===== config.mk =====
export PLATFORM = sky130hd
export DESIGN_NAME = insight_dcache_resp_tracker
export DESIGN_NICKNAME = d
export VERILOG_FILES = /design/src/rtl/insight_dcache_resp_tracker.sv
export SDC_FILE = /design/constraint.sdc
export NUM_CORES = 1
export LEC_CHECK = 0
export CAP_MARGIN = 20
export CELL_PAD_IN_SITES_DETAIL_PLACEMENT = 0
export CELL_PAD_IN_SITES_GLOBAL_PLACEMENT = 1
export CORE_ASPECT_RATIO = 2
export CORE_MARGIN = 8
export CORE_UTILIZATION = 48
export DETAILED_ROUTE_END_ITERATION = 8
export PLACE_DENSITY_LB_ADDON = 0.1
export SLEW_MARGIN = 10
export SYNTH_ARGS = -nofsm -noshare
export SYNTH_HDL_FRONTEND = slang
export SYNTH_SLANG_ARGS = --single-unit
export TNS_END_PERCENT = 100

===== constraint.sdc =====
create_clock -name clk -period 6.3 [get_ports clk]
set_input_delay 0.63 -clock clk [delete_from_list [all_inputs] [get_ports clk]]
set_output_delay 0.63 -clock clk [all_outputs]
set_load 0.01 [all_outputs]

===== src/rtl/insight_dcache_resp_tracker.sv =====
// Tracks outstanding data-cache requests, matches responses by transaction id and
// emits latency-annotated, lane-formatted trace records through a 2-entry FIFO.
module insight_dcache_resp_tracker #(
  parameter int SLOTS = 8,
  parameter int LAT_W = 8
) (
  input  logic                       clk,
  input  logic                       rst_n,
  input  logic                       req_valid,
  input  logic [31:0]                req_addr,
  input  logic [5:0]                 req_id,
  input  logic [4:0]                 req_cmd,
  input  logic                       req_signed,
  input  logic [1:0]                 req_size,
  input  logic                       resp_valid,
  input  logic [5:0]                 resp_id,
  input  logic [31:0]                resp_data,
  output logic                       trc_valid,
  input  logic                       trc_ready,
  output logic [5:0]                 trc_id,
  output logic [31:0]                trc_addr,
  output logic [4:0]                 trc_cmd,
  output logic [31:0]                trc_data,
  output logic [LAT_W-1:0]           trc_latency,
  output logic                       trc_orphan,
  output logic [$clog2(SLOTS+1)-1:0] outstanding,
  output logic                       err_overflow,
  output logic                       err_dup_id,
  output logic                       err_drop
);

  localparam int IDX_W = (SLOTS > 1) ? $clog2(SLOTS) : 1;
  localparam int CNT_W = $clog2(SLOTS + 1);

  localparam logic [4:0] M_XRD     = 5'b00000;
  localparam logic [4:0] M_XA_SWAP = 5'b00100;
  localparam logic [4:0] M_XLR     = 5'b00110;
  localparam logic [4:0] M_XSC     = 5'b00111;
  localparam logic [4:0] M_XA_ADD  = 5'b01000;
  localparam logic [4:0] M_XA_XOR  = 5'b01001;
  localparam logic [4:0] M_XA_OR   = 5'b01010;
  localparam logic [4:0] M_XA_AND  = 5'b01011;
  localparam logic [4:0] M_XA_MIN  = 5'b01100;
  localparam logic [4:0] M_XA_MAX  = 5'b01101;
  localparam logic [4:0] M_XA_MINU = 5'b01110;
  localparam logic [4:0] M_XA_MAXU = 5'b01111;

  typedef struct packed {
    logic [5:0]       id;
    logic [31:0]      addr;
    logic [4:0]       cmd;
    logic [31:0]      data;
    logic [LAT_W-1:0] latency;
    logic             orphan;
  } rec_t;

  function automatic logic is_resp_cmd(input logic [4:0] cmd);
    case (cmd)
      M_XRD, M_XLR, M_XSC, M_XA_SWAP, M_XA_ADD, M_XA_XOR, M_XA_OR, M_XA_AND,
      M_XA_MIN, M_XA_MAX, M_XA_MINU, M_XA_MAXU: is_resp_cmd = 1'b1;
      default:                                  is_resp_cmd = 1'b0;
    endcase
  endfunction

  function automatic logic [IDX_W-1:0] lowest_set(input logic [SLOTS-1:0] v);
    logic [IDX_W-1:0] idx;
    idx = '0;
    for (int i = SLOTS - 1; i >= 0; i--) idx = v[i] ? IDX_W'(i) : idx;
    return idx;
  endfunction

  function automatic logic [CNT_W-1:0] count_ones(input logic [SLOTS-1:0] v);
    logic [CNT_W-1:0] n;
    n = '0;
    for (int i = 0; i < SLOTS; i++) n = n + CNT_W'(v[i]);
    return n;
  endfunction

  function automatic logic [31:0] load_format(input logic [31:0] data, input logic [1:0] addr_lo,
                                              input logic [1:0] size, input logic sgn);
    logic [31:0] shifted;
    case (size)
      2'd0: begin
        shifted     = data >> {addr_lo, 3'b000};
        load_format = {{24{sgn & shifted[7]}}, shifted[7:0]};
      end
      2'd1: begin
        shifted     = data >> {addr_lo[1], 4'b0000};
        load_format = {{16{sgn & shifted[15]}}, shifted[15:0]};
      end
      default: begin
        shifted     = data;
        load_format = shifted;
      end
    endcase
  endfunction

  logic [SLOTS-1:0] slot_valid_r;
  logic [5:0]       slot_id_r     [SLOTS];
  logic [31:0]      slot_addr_r   [SLOTS];
  logic [4:0]       slot_cmd_r    [SLOTS];
  logic             slot_signed_r [SLOTS];
  logic [1:0]       slot_size_r   [SLOTS];
  logic [LAT_W-1:0] slot_age_r    [SLOTS];

  logic [SLOTS-1:0] resp_match_s, req_match_s, valid_next_s;
  logic [IDX_W-1:0] hit_idx_s, free_idx_s;
  logic             req_live_s, hit_s, free_any_s, dup_s, alloc_s, ovf_s;
  logic [LAT_W-1:0] hit_age_s, hit_lat_s;
  rec_t             rec_s;

  // Compare incoming ids only against slots that were valid before this edge
  always_comb begin
    resp_match_s = '0;
    req_match_s  = '0;
    for (int i = 0; i < SLOTS; i++) begin
      resp_match_s[i] = slot_valid_r[i] && (slot_id_r[i] == resp_id);
      req_match_s[i]  = slot_valid_r[i] && (slot_id_r[i] == req_id);
    end
  end

  assign req_live_s = req_valid & is_resp_cmd(req_cmd);
  assign hit_s      = resp_valid & (|resp_match_s);
  assign hit_idx_s  = lowest_set(resp_match_s);
  assign free_idx_s = lowest_set(~slot_valid_r);
  assign free_any_s = |(~slot_valid_r);
  assign dup_s      = req_live_s & (|req_match_s);
  assign alloc_s    = req_live_s & ~dup_s & free_any_s;
  assign ovf_s      = req_live_s & ~dup_s & ~free_any_s;
  assign hit_age_s  = slot_age_r[hit_idx_s];
  // Latency counts the response cycle itself, so it is the stored age plus one
  assign hit_lat_s  = (&hit_age_s) ? hit_age_s : hit_age_s + LAT_W'(1);

  // A slot freed this edge is still marked used in free_idx_s, so it cannot be reused yet
  assign valid_next_s = (slot_valid_r & ~(SLOTS'(hit_s) << hit_idx_s)) | (SLOTS'(alloc_s) << free_idx_s);

  // Build the trace record for the response presented this cycle
  always_comb begin
    rec_s    = '0;
    rec_s.id = resp_id;
    if (hit_s) begin
      rec_s.addr    = slot_addr_r[hit_idx_s];
      rec_s.cmd     = slot_cmd_r[hit_idx_s];
      rec_s.latency = hit_lat_s;
      rec_s.orphan  = 1'b0;
      if ((slot_cmd_r[hit_idx_s] == M_XRD) || (slot_cmd_r[hit_idx_s] == M_XLR)) begin
        rec_s.data = load_format(resp_data, slot_addr_r[hit_idx_s][1:0],
                                 slot_size_r[hit_idx_s], slot_signed_r[hit_idx_s]);
      end else begin
        rec_s.data = resp_data;
      end
    end else begin
      rec_s.orphan = 1'b1;
      rec_s.data   = resp_data;
    end
  end

  // Slot table, ages, occupancy count and request-side error flags
  always_ff @(posedge clk or negedge rst_n) begin
    if (!rst_n) begin
      slot_valid_r <= '0;
      outstanding  <= '0;
      err_overflow <= 1'b0;
      err_dup_id   <= 1'b0;
      for (int i = 0; i < SLOTS; i++) begin
        slot_id_r[i]     <= '0;
        slot_addr_r[i]   <= '0;
        slot_cmd_r[i]    <= '0;
        slot_signed_r[i] <= 1'b0;
        slot_size_r[i]   <= '0;
        slot_age_r[i]    <= '0;
      end
    end else begin
      slot_valid_r <= valid_next_s;
      outstanding  <= count_ones(valid_next_s);
      err_overflow <= err_overflow | ovf_s;
      err_dup_id   <= err_dup_id | dup_s;
      for (int i = 0; i < SLOTS; i++) begin
        if (alloc_s && (free_idx_s == IDX_W'(i))) begin
          slot_id_r[i]     <= req_id;
          slot_addr_r[i]   <= req_addr;
          slot_cmd_r[i]    <= req_cmd;
          slot_signed_r[i] <= req_signed;
          slot_size_r[i]   <= req_size;
          slot_age_r[i]    <= '0;
        end else if (slot_valid_r[i] && !(&slot_age_r[i])) begin
          slot_age_r[i] <= slot_age_r[i] + LAT_W'(1);
        end
      end
    end
  end

  rec_t head_r, buf_r, head_n, buf_n;
  logic head_valid_r, buf_valid_r, head_valid_n, buf_valid_n, pop_s, drop_s;

  assign pop_s = head_valid_r & trc_ready;

  // Two-entry record FIFO: head drives the trace outputs, buf holds the second record
  always_comb begin
    head_valid_n = head_valid_r;
    head_n       = head_r;
    buf_valid_n  = buf_valid_r;
    buf_n        = buf_r;
    drop_s       = 1'b0;
    case ({head_valid_r, buf_valid_r})
      2'b00: begin
        if (resp_valid) begin
          head_valid_n = 1'b1;
          head_n       = rec_s;
        end else begin
          head_valid_n = 1'b0;
        end
      end
      2'b10: begin
        if (pop_s && resp_valid) begin
          head_n = rec_s;
        end else if (pop_s) begin
          head_valid_n = 1'b0;
          head_n       = '0;
        end else if (resp_valid) begin
          buf_valid_n = 1'b1;
          buf_n       = rec_s;
        end else begin
          head_valid_n = 1'b1;
        end
      end
      2'b11: begin
        if (pop_s) begin
          head_n = buf_r;
          if (resp_valid) begin
            buf_n = rec_s;
          end else begin
            buf_valid_n = 1'b0;
            buf_n       = '0;
          end
        end else begin
          drop_s = resp_valid;
        end
      end
      default: begin
        head_valid_n = 1'b0;
        head_n       = '0;
        buf_valid_n  = 1'b0;
        buf_n        = '0;
      end
    endcase
  end

  // FIFO state register and the sticky drop flag
  always_ff @(posedge clk or negedge rst_n) begin
    if (!rst_n) begin
      head_valid_r <= 1'b0;
      buf_valid_r  <= 1'b0;
      head_r       <= '0;
      buf_r        <= '0;
      err_drop     <= 1'b0;
    end else begin
      head_valid_r <= head_valid_n;
      buf_valid_r  <= buf_valid_n;
      head_r       <= head_n;
      buf_r        <= buf_n;
      err_drop     <= err_drop | drop_s;
    end
  end

  assign trc_valid   = head_valid_r;
  assign trc_id      = head_r.id;
  assign trc_addr    = head_r.addr;
  assign trc_cmd     = head_r.cmd;
  assign trc_data    = head_r.data;
  assign trc_latency = head_r.latency;
  assign trc_orphan  = head_r.orphan;

endmodule


# Yosys cells after proc, flatten, opt, wreduce, memory -nomap -nowiden
# Memories as Yosys holds them, arrays and structs flattened.
# Index checks and enable logic that the tools add are counted.
# word_totals
regBits,617
word_cells,293
memories,1
out_inout_bits,92
rom_bits,16
# memory_table
memory,words,width,rd,rd_clocked_by_memory_dff,write_ports,line,rtl
(no name shown),16,1,1,0,0,58,case (cmd)
# op_classes
bitwise,21
add_sub_neg,16
n_eq_ne,35
reduce_logical,70
n_mux,78
magnitude_cmp,1
shifts,4
# ops
cell,n
$mux 84,8
$pmux 84 s3,2
$mux 8,20
$mux 32,4
$bmux 32 s3,1
$eq 6x6->1,16
$add 8x1->8 const B,9
$reduce_and 8->1,9
$pmux 32 s2,1
$mux 3,16
$mux 37,1
$logic_and 1x1->1,33
$shr 32x5->16,1
$shr 32x5->8,1
$bmux 8 s3,1
$reduce_or 8->1,3
$add 4x1->4,4
$not 8->8,2
$reduce_bool 2->1,8
$shl 1x3->8,2
$bmux 5 s3,1
$mux 1,15
$eq 3x3->1 const B,4
$ne 2x2->1 const B,6
29 further kinds,57

# Logic depth before layout (Yosys ltp)
# Gate-level depths: netlist (run 1).
# logic_depth
depth_word,23
ltp_mapped,23
ltp_nobuf,17

# Least setup slack after synthesis (run 1)
# Ideal clock, no wire load.
# synth_path
path_kind,input port to flip-flop
start,input port resp_id[2]
end,register outstanding[2]
path_slack_ns,0.774
setup_time_ns,0.123
path_stages,19
arrival_time_ns,5.404
cell_sequence,buf_6 -> xor2_1 -> or4_4 -> a211o_1 -> o21ai_1 -> buf_2 -> buf_2 -> buf_1 -> nand4_1 -> a21o_1 -> fa_1 -> inv_1 -> fa_1 -> fa_1 -> inv_1 -> ha_1 -> inv_1 -> fa_1 -> xnor2_1
# synth_rtl
element,line,rtl
"start, declared",16,"input logic [5:0] resp_id,"
$eq 6x6->1,117,resp_match_s[i] = slot_valid_r[i] && (slot_id_r[i] == resp_id);
$logic_and 1x1->1,117,
$mux 3 (8 in series),68,for (int i = SLOTS - 1; i >= 0; i--) idx = v[i] ? IDX_W'(i) : idx;
$shl 1x3->8 *,135,assign valid_next_s = (slot_valid_r & ~(SLOTS'(hit_s) << hit_idx_s)) | (SLOTS'(alloc_s) << free_idx_s);
$not 8->8 *,135,
$and 8x8->8 *,135,
$or 8x8->8 *,135,
named net valid_next_s[3],106,"logic [SLOTS-1:0] resp_match_s, req_match_s, valid_next_s;"
$add 3x1->4 *,75,for (int i = 0; i < SLOTS; i++) n = n + CNT_W'(v[i]);
$add 4x1->4 * (4 in series),75,
"end signal, assigned",175,outstanding <= count_ones(valid_next_s);
"end, declared",26,"output logic [$clog2(SLOTS+1)-1:0] outstanding,"
# The timed path passes the listed nets; every way through them passes the cells marked *.
# A chain may end at the register's enable or synchronous reset.

# Worst setup path in the final report (run 1)
# layout_path
start,input port req_id[3]
end,register outstanding[2]
# layout_rtl
element,line,rtl
"start, declared",11,"input logic [5:0] req_id,"
$eq 6x6->1,118,req_match_s[i] = slot_valid_r[i] && (slot_id_r[i] == req_id);
$logic_and 1x1->1,118,
$reduce_or 8->1 *,127,assign dup_s = req_live_s & (|req_match_s);
$and 1x1->1 *,127,
$not 1->1 *,128,assign alloc_s = req_live_s & ~dup_s & free_any_s;
$and 1x1->1 * (2 in series),128,
$shl 1x3->8 *,135,
$or 8x8->8 *,135,
named net valid_next_s[3],106,
$add 3x1->4 *,75,
$add 4x1->4 * (4 in series),75,
# Marked as above.

==> flow_metrics.tcl, run 1 <==
set metrics [dict create \
    worstSetupStartpointType "input port" \
    netSwitchingFraction_pct 36.0 \
    tightestPinTransition_ns 1.10 \
    avgSynthCellArea_um2 10.7 \
    totalWireLength_mm 89.7 \
    maxSlewViolCount 0 \
    post-route-drc-count 0 \
    syn_nets 2922 \
    path_clk_slew_ns 0.07 \
    synth-seq-area-share_pct 51.2 \
    async_reset_ff_share_pct 100 \
    fin_tns_setup_ns 0 \
    gr-total-overflow 0 \
    design_area_um2 34700 \
    cts.path.max_buffers 3 \
    wl_per_cell_um 23.8 \
    initial_core_util_pct 48.3 \
    numCtsBuffers 56 \
    tritoncts "done" \
    track_usage_pct 25.1 \
    yosysWarnings 0 \
    fin_skew_ns 0.0235 \
    required_ns 6.80 \
    path_class "in2reg" \
    post-route-period-util_pct 82.1 \
    antenna_found_initial 2 \
    grt_pass1_wl_mm 139 \
    area_delta_synth_final_pct 15.0 \
    dp_hpwl_mm 56.2 \
    synth.distinct_cells 80 \
    portBuffers 180 \
    status "finished clean" \
    htreeDepth 2 \
    seq_power_share_pct 41.8 \
    grt_max_degree 160 \
    final_util_pct 55.5 \
    ctsHoldBuffers 0 \
    maxCapViolCount 0 \
    dieWidth_um 193 \
    design.core.area_um2 62500 \
    place_ws_ns 0.518 \
    slew_headroom_pct 26.5 \
    clk_latency_ns 0.63 \
    worstSetupEndpointType "flip-flop" \
    final_common_cell "dfrtp_1" \
    clkPwrFrac_pct 22.5 \
    synth-edff-count 0 \
    path_common_cell "fa_1" \
    path_cells "clkdlybuf4s50_1 > xnor2_1 > nand4_1 > nor4_1 > nor4_1 > nand3_1 > nor2b_1 > and3_2 > a21o_1 > fa_1 > inv_1 > fa_1 > fa_1 > inv_1 > ha_1 > inv_1 > fa_1 > xnor2_1" \
    synthCells 2817 \
    final_cell_mix "dfrtp_1, nand2_1, mux2_2" \
    fillers 5565 \
    fin_crit_ns 5.17 \
    finalSetupViolCount 0 \
    drt-initial-drc-count 1663 \
    arrival_ns 5.67 \
    ys_ff_latch 617 \
    r2r_cells 15 \
    peakVddDrop_mv 0.276 \
    cp_slowest_cell "clkdlybuf4s50_1" \
    fin_ws_ns 1.13 \
    max_freq_mhz 193 \
    rows 130 \
    routed_via_density 5.92 \
    clkSinkCount 617 \
    post_cts.repair.setup_buffers 0 \
    fp.dieArea_um2 71600 \
    drive_gt1_share_pct 18.8 \
    switchingPower_mw 5.67 \
    synth_ff_type "dfrtp_1" \
    rsz0062_at_grt "no" \
    ff_latch_area_um2 15400 \
    hold_class "in2async" \
    fin_nets 3030 \
    dr.pass1.iters 6 \
    grt_pass1_vias 22614 \
    vias 22298 \
    cts-root-buf "clkbuf_16" \
    netlist_area_um2 30100 \
    place_area_um2 32800 \
    ios 181 \
    combPwrFrac_pct 35.7 \
    power.density_nw_per_um2 454 \
    die_h_um 370 \
    leakagePower_nw 14.9 \
    hold_viol 0 \
    cp_slowest_stage_delay_ns 0.83 \
    globalplace.congestion 0.842 \
    multi_input_area_um2 13900 \
    intPower_mw 10.1 \
    ant_nets 0 \
    ctsResizeCount 0 \
    worstPathMaxFanout 15 \
]
-- synth_stat cells, drive strengths merged (59+ instances only) --
cell type    n  area (µm²)
o21ai      167         840
dfrtp      617       15400
and3        72         450
clkbuf     135         507
xor2        78         691
mux2       329        3710
nand2      538        2020
xnor2       79         692
a311oi      60         526
mux2i       59         591
nor2       122         473
buf         66         374
-- metal layers --
metal  vias to the layer above  GRT usage [%]  share of wire [%]
met2                       550           42.1                 49
met5                         -              0                  0
met3                       118           2.74                4.4
li1                      10198              -                  -
met1                     11432           34.4                 44
met4                         0           6.37                2.1
-- registers in the layout (all words and copies together), names as in the netlist, 8 cells and up --
register	flops
buf_r	84
trc_data	32
slot_valid_r	8
slot_id_r	48
slot_cmd_r	40
slot_age_r	64
slot_addr_r	256
trc_latency	8
trc_addr	32
slot_size_r	16
slot_signed_r	8
-- path summary, 6_finish.rpt --
kind	start	end	slack [ns]
worst min-delay path	rst_n	buf_r[27]	0.003
min in group clk	err_dup_id	err_dup_id	0.46
worst min register to register	err_dup_id	err_dup_id	0.46
max in group asynchronous	rst_n	slot_id_r[10]	4.87
worst max-delay path	req_id[3]	outstanding[2]	1.13
worst max register to register	slot_valid_r[3]	outstanding[2]	1.60
-- cells by family after synthesis --
| kind of cell | count (synthesis) | share of synthesized area (%) |
|---|---|---|
| AO/OA/AOI/OAI | 515 | 12.5 |
| multiplexers | 389 | 14.3 |
| AND/OR/NAND/NOR | 902 | 13.4 |
| XOR/XNOR | 157 | 4.59 |
| flip-flops | 617 | 51.2 |
| buffers and inverters | 221 | 3.17 |
| adder cells (fa/ha/maj) | 16 | 0.764 |
-- final cells by class --
cell class,instances,area share (%)
flip-flops and latches,617,44.5
multi-input cells,1979,40.0
well taps,792,2.86
clock inverters,23,0.671
inverters,20,0.220
clock buffers,82,4.82
repair buffers,251,6.93
diodes,1,0.00722
-- worst max-delay path, delay by kind of cell --
family          cells  cell delay, ns
compound gates      1            0.13
xor+xnor            2            0.43
fa+ha+maj           5            1.96
buf+inv             4            1.09
simple gates        6            1.43
-- through the flow --
stage,hold WS (ns),power [mW],std cells
after floorplan,0.334,10.3,2817
after detailed placement,0.452,12.3,3659
after global routing,0.0498,16.7,3764
after CTS,0.0378,15.9,3764
after global placement,0.443,12.1,3659
final,0.00319,15.7,3765
-- power groups by stage --
stage | logic (mW) | registers, mW | clock network (mW)
3_3_place_gp | 5.54 | 6.59 | 0
3_5_place_dp | 5.64 | 6.63 | 0
4_1_cts | 5.67 | 6.56 | 3.63
5_1_grt | 6.19 | 6.75 | 3.76
2_1_floorplan | 3.98 | 6.28 | 0
6_report | 5.63 | 6.58 | 3.54
Power figures use the tool's default switching activity.
==> run 2: changes to the inputs <==
- clock period: 6.3 -> 4.8 ns (I/O delays scaled with it)
==> run 2 against run 1 <==
  * Sequential cell count did not move
  * Sequential power grew 30%
  * Largest power group unchanged
  * Register-to-register slack worse by 1.3 ns
  * Utilization increased by 2.2 points
  * Critical path type unchanged
  * Final area is 4.0% higher
  * Largest cell class unchanged
  * Clock power rose by 32%
  * Setup slack got worse by 0.88 ns
==> flow_metrics.tcl, run 2 (synthesis results as in run 1) <==
set metrics [dict create \
    final_cells 3904 \
    path_common_cell "buf_4" \
    crit_buf_inv 6 \
    slew_headroom_pct 27.2 \
    r2r_slack_ns 0.28 \
    cts-root-buf "clkbuf_16" \
    dieWidth_um 193 \
    path_class "in2reg" \
    final_cell_mix "dfrtp_1, nand2_1, mux2_2" \
    drive_gt1_share_pct 22.7 \
    min_from "err_dup_id" \
    gr-total-overflow 0 \
    antenna_found_initial 0 \
    clk_latency_ns 0.62 \
    dr.pass1.iters 6 \
    cts.path.max_buffers 3 \
    initial_core_util_pct 48.3 \
    drt-initial-drc-count 1653 \
    maxCapViolCount 0 \
    die_h_um 370 \
    vias 22776 \
    hold_end "err_dup_id" \
    status "finished clean" \
    numCtsBuffers 56 \
    fin_crit_ns 4.56 \
    arrival_ns 5.04 \
    power.density_nw_per_um2 587 \
    max_freq_mhz 219 \
    cp_slowest_stage_delay_ns 0.52 \
    post-route-drc-count 0 \
    worstPathMaxFanout 38 \
    holdPathStages 1 \
    fin_skew_ns 0.0138 \
    globalplace.congestion 0.883 \
    largest_register_ffs 256 \
    hold_viol 0 \
    area_delta_synth_final_pct 19.6 \
    portBuffers 180 \
    tritoncts "done" \
    r2r_end "buf_r[19]" \
    tightestPinTransition_ns 1.09 \
    reg2reg_from "slot_id_r[28]" \
    rows 130 \
    wl_per_cell_um 22.7 \
    largest-register "slot_addr_r" \
    required_ns 5.28 \
    clkSinkCount 617 \
    path_cells "clkdlybuf4s50_1 > buf_12 > xnor2_2 > nand4_1 > buf_4 > nor4_4 > buf_4 > a211oi_2 > o21ai_4 > buf_4 > a211oi_1 > a221oi_2 > buf_4 > a21oi_1 > o32a_1 > and3_1 > o32ai_2 > o21ai_1" \
    final_common_cell "dfrtp_1" \
    path_delay_family "compound AO/OA/AOI/OAI gates" \
    cp_slowest_cell "buf_4" \
    ios 181 \
    fp.dieArea_um2 71600 \
    track_usage_pct 25.0 \
    final_util_pct 57.7 \
    routed_via_density 5.83 \
    reg_top3 "slot_addr_r x256, buf_r x84, slot_age_r x64" \
    finalSetupViolCount 0 \
    path_clk_slew_ns 0.07 \
    leakagePower_nw 15.7 \
    maxSlewViolCount 0 \
    htreeDepth 2 \
    r2r_cells 16 \
    totalWireLength_mm 88.6 \
    worstSetupEndpointType "flip-flop" \
    grt_pass1_vias 23182 \
    grt_pass1_wl_mm 139 \
    rsz0062_at_grt "no" \
    diodes 0 \
    placed_cells 3799 \
    worstSetupStartpointType "input port" \
    hold_class "reg2reg" \
    grt_max_degree 119 \
    design.core.area_um2 62500 \
    dp_hpwl_mm 57.0 \
    fin_nets 3172 \
    post-route-period-util_pct 95.0 \
    peakVddDrop_mv 0.635 \
    ant_nets 0 \
]
-- run 2: changes by cell type in the layout (fill, tap and decap cells not counted), sizes merged --
cell / before / now
clkbuf: 82 / 86
inv: 20 / 22
buf: 72 / 213
diode: 1 / 0
clkinv: 19 / 10
clkinvlp: 1 / 2
dlygate4sd3: 0 / 1
-- run 2: report_power, final --
group          internal [mW]  leakage, nW  switching [mW]
registers               7.14         7.95            1.44
logic                   3.93         6.83            3.99
clock network           2.65        0.952            2.03
-- run 2: what timing repair did --
item | 4_1_cts | 5_1_grt
resized for setup | 0 | 1
endpoints found under the setup margin | 0 | 26
setup buffers | 0 | 1
hold buffers | 1 | 0
endpoints found under the hold margin | 9 | 0
-- run 2: area by class of cell --
class,count,area (µm²)
clock inverter,17,184
sequential,617,15400
inverter,20,75.1
tap,792,991
clock buffer,86,1730
timing repair buffer,393,3720
multi-input combinational,1979,13900
fill,5490,26400
-- run 2: how the worst max path moves through the flow --
| stage | startpoint | end | slack, ns | depth (start not counted) |
|---|---|---|---|---|
| global route | resp_id[1] | trc_addr[30] | 0.004 | 17 |
| global placement | resp_id[4] | buf_r[38] | -0.40 | 18 |
| finish | resp_id[4] | buf_r[19] | 0.24 | 18 |
| floorplan | resp_id[4] | outstanding[2] | -0.14 | 20 |
| detailed placement | resp_id[4] | buf_r[40] | -0.49 | 18 |
| CTS | resp_id[4] | buf_r[37] | 0.09 | 18 |
-- run 2: routing by layer --
metal / vias to the layer above / wire length (µm) / global-route usage (%)
met2: 635 / 41800 / 40.2
met3: 139 / 4660 / 3.13
met5: - / 0 / 0
met1: 11518 / 39700 / 35.1
met4: 0 / 2480 / 7.47
li1: 10484 / - / -
-- run 2: through the flow --
stage / worst slack [ns] / total power [mW] / TNS [ns] / area (µm²) / hold WS [ns]
2_1_floorplan: -0.142 / 13.5 / -0.281 / 30300 / 0.184
3_3_place_gp: -0.399 / 16.4 / -21.51 / 34100 / 0.445
3_5_place_dp: -0.485 / 16.6 / -27.19 / 34100 / 0.449
4_1_cts: 0.0905 / 21.3 / 0 / 36000 / 0.468
5_1_grt: 0.00358 / 22.5 / 0 / 36100 / 0.485
6_report: 0.242 / 21.2 / 0 / 36100 / 0.463
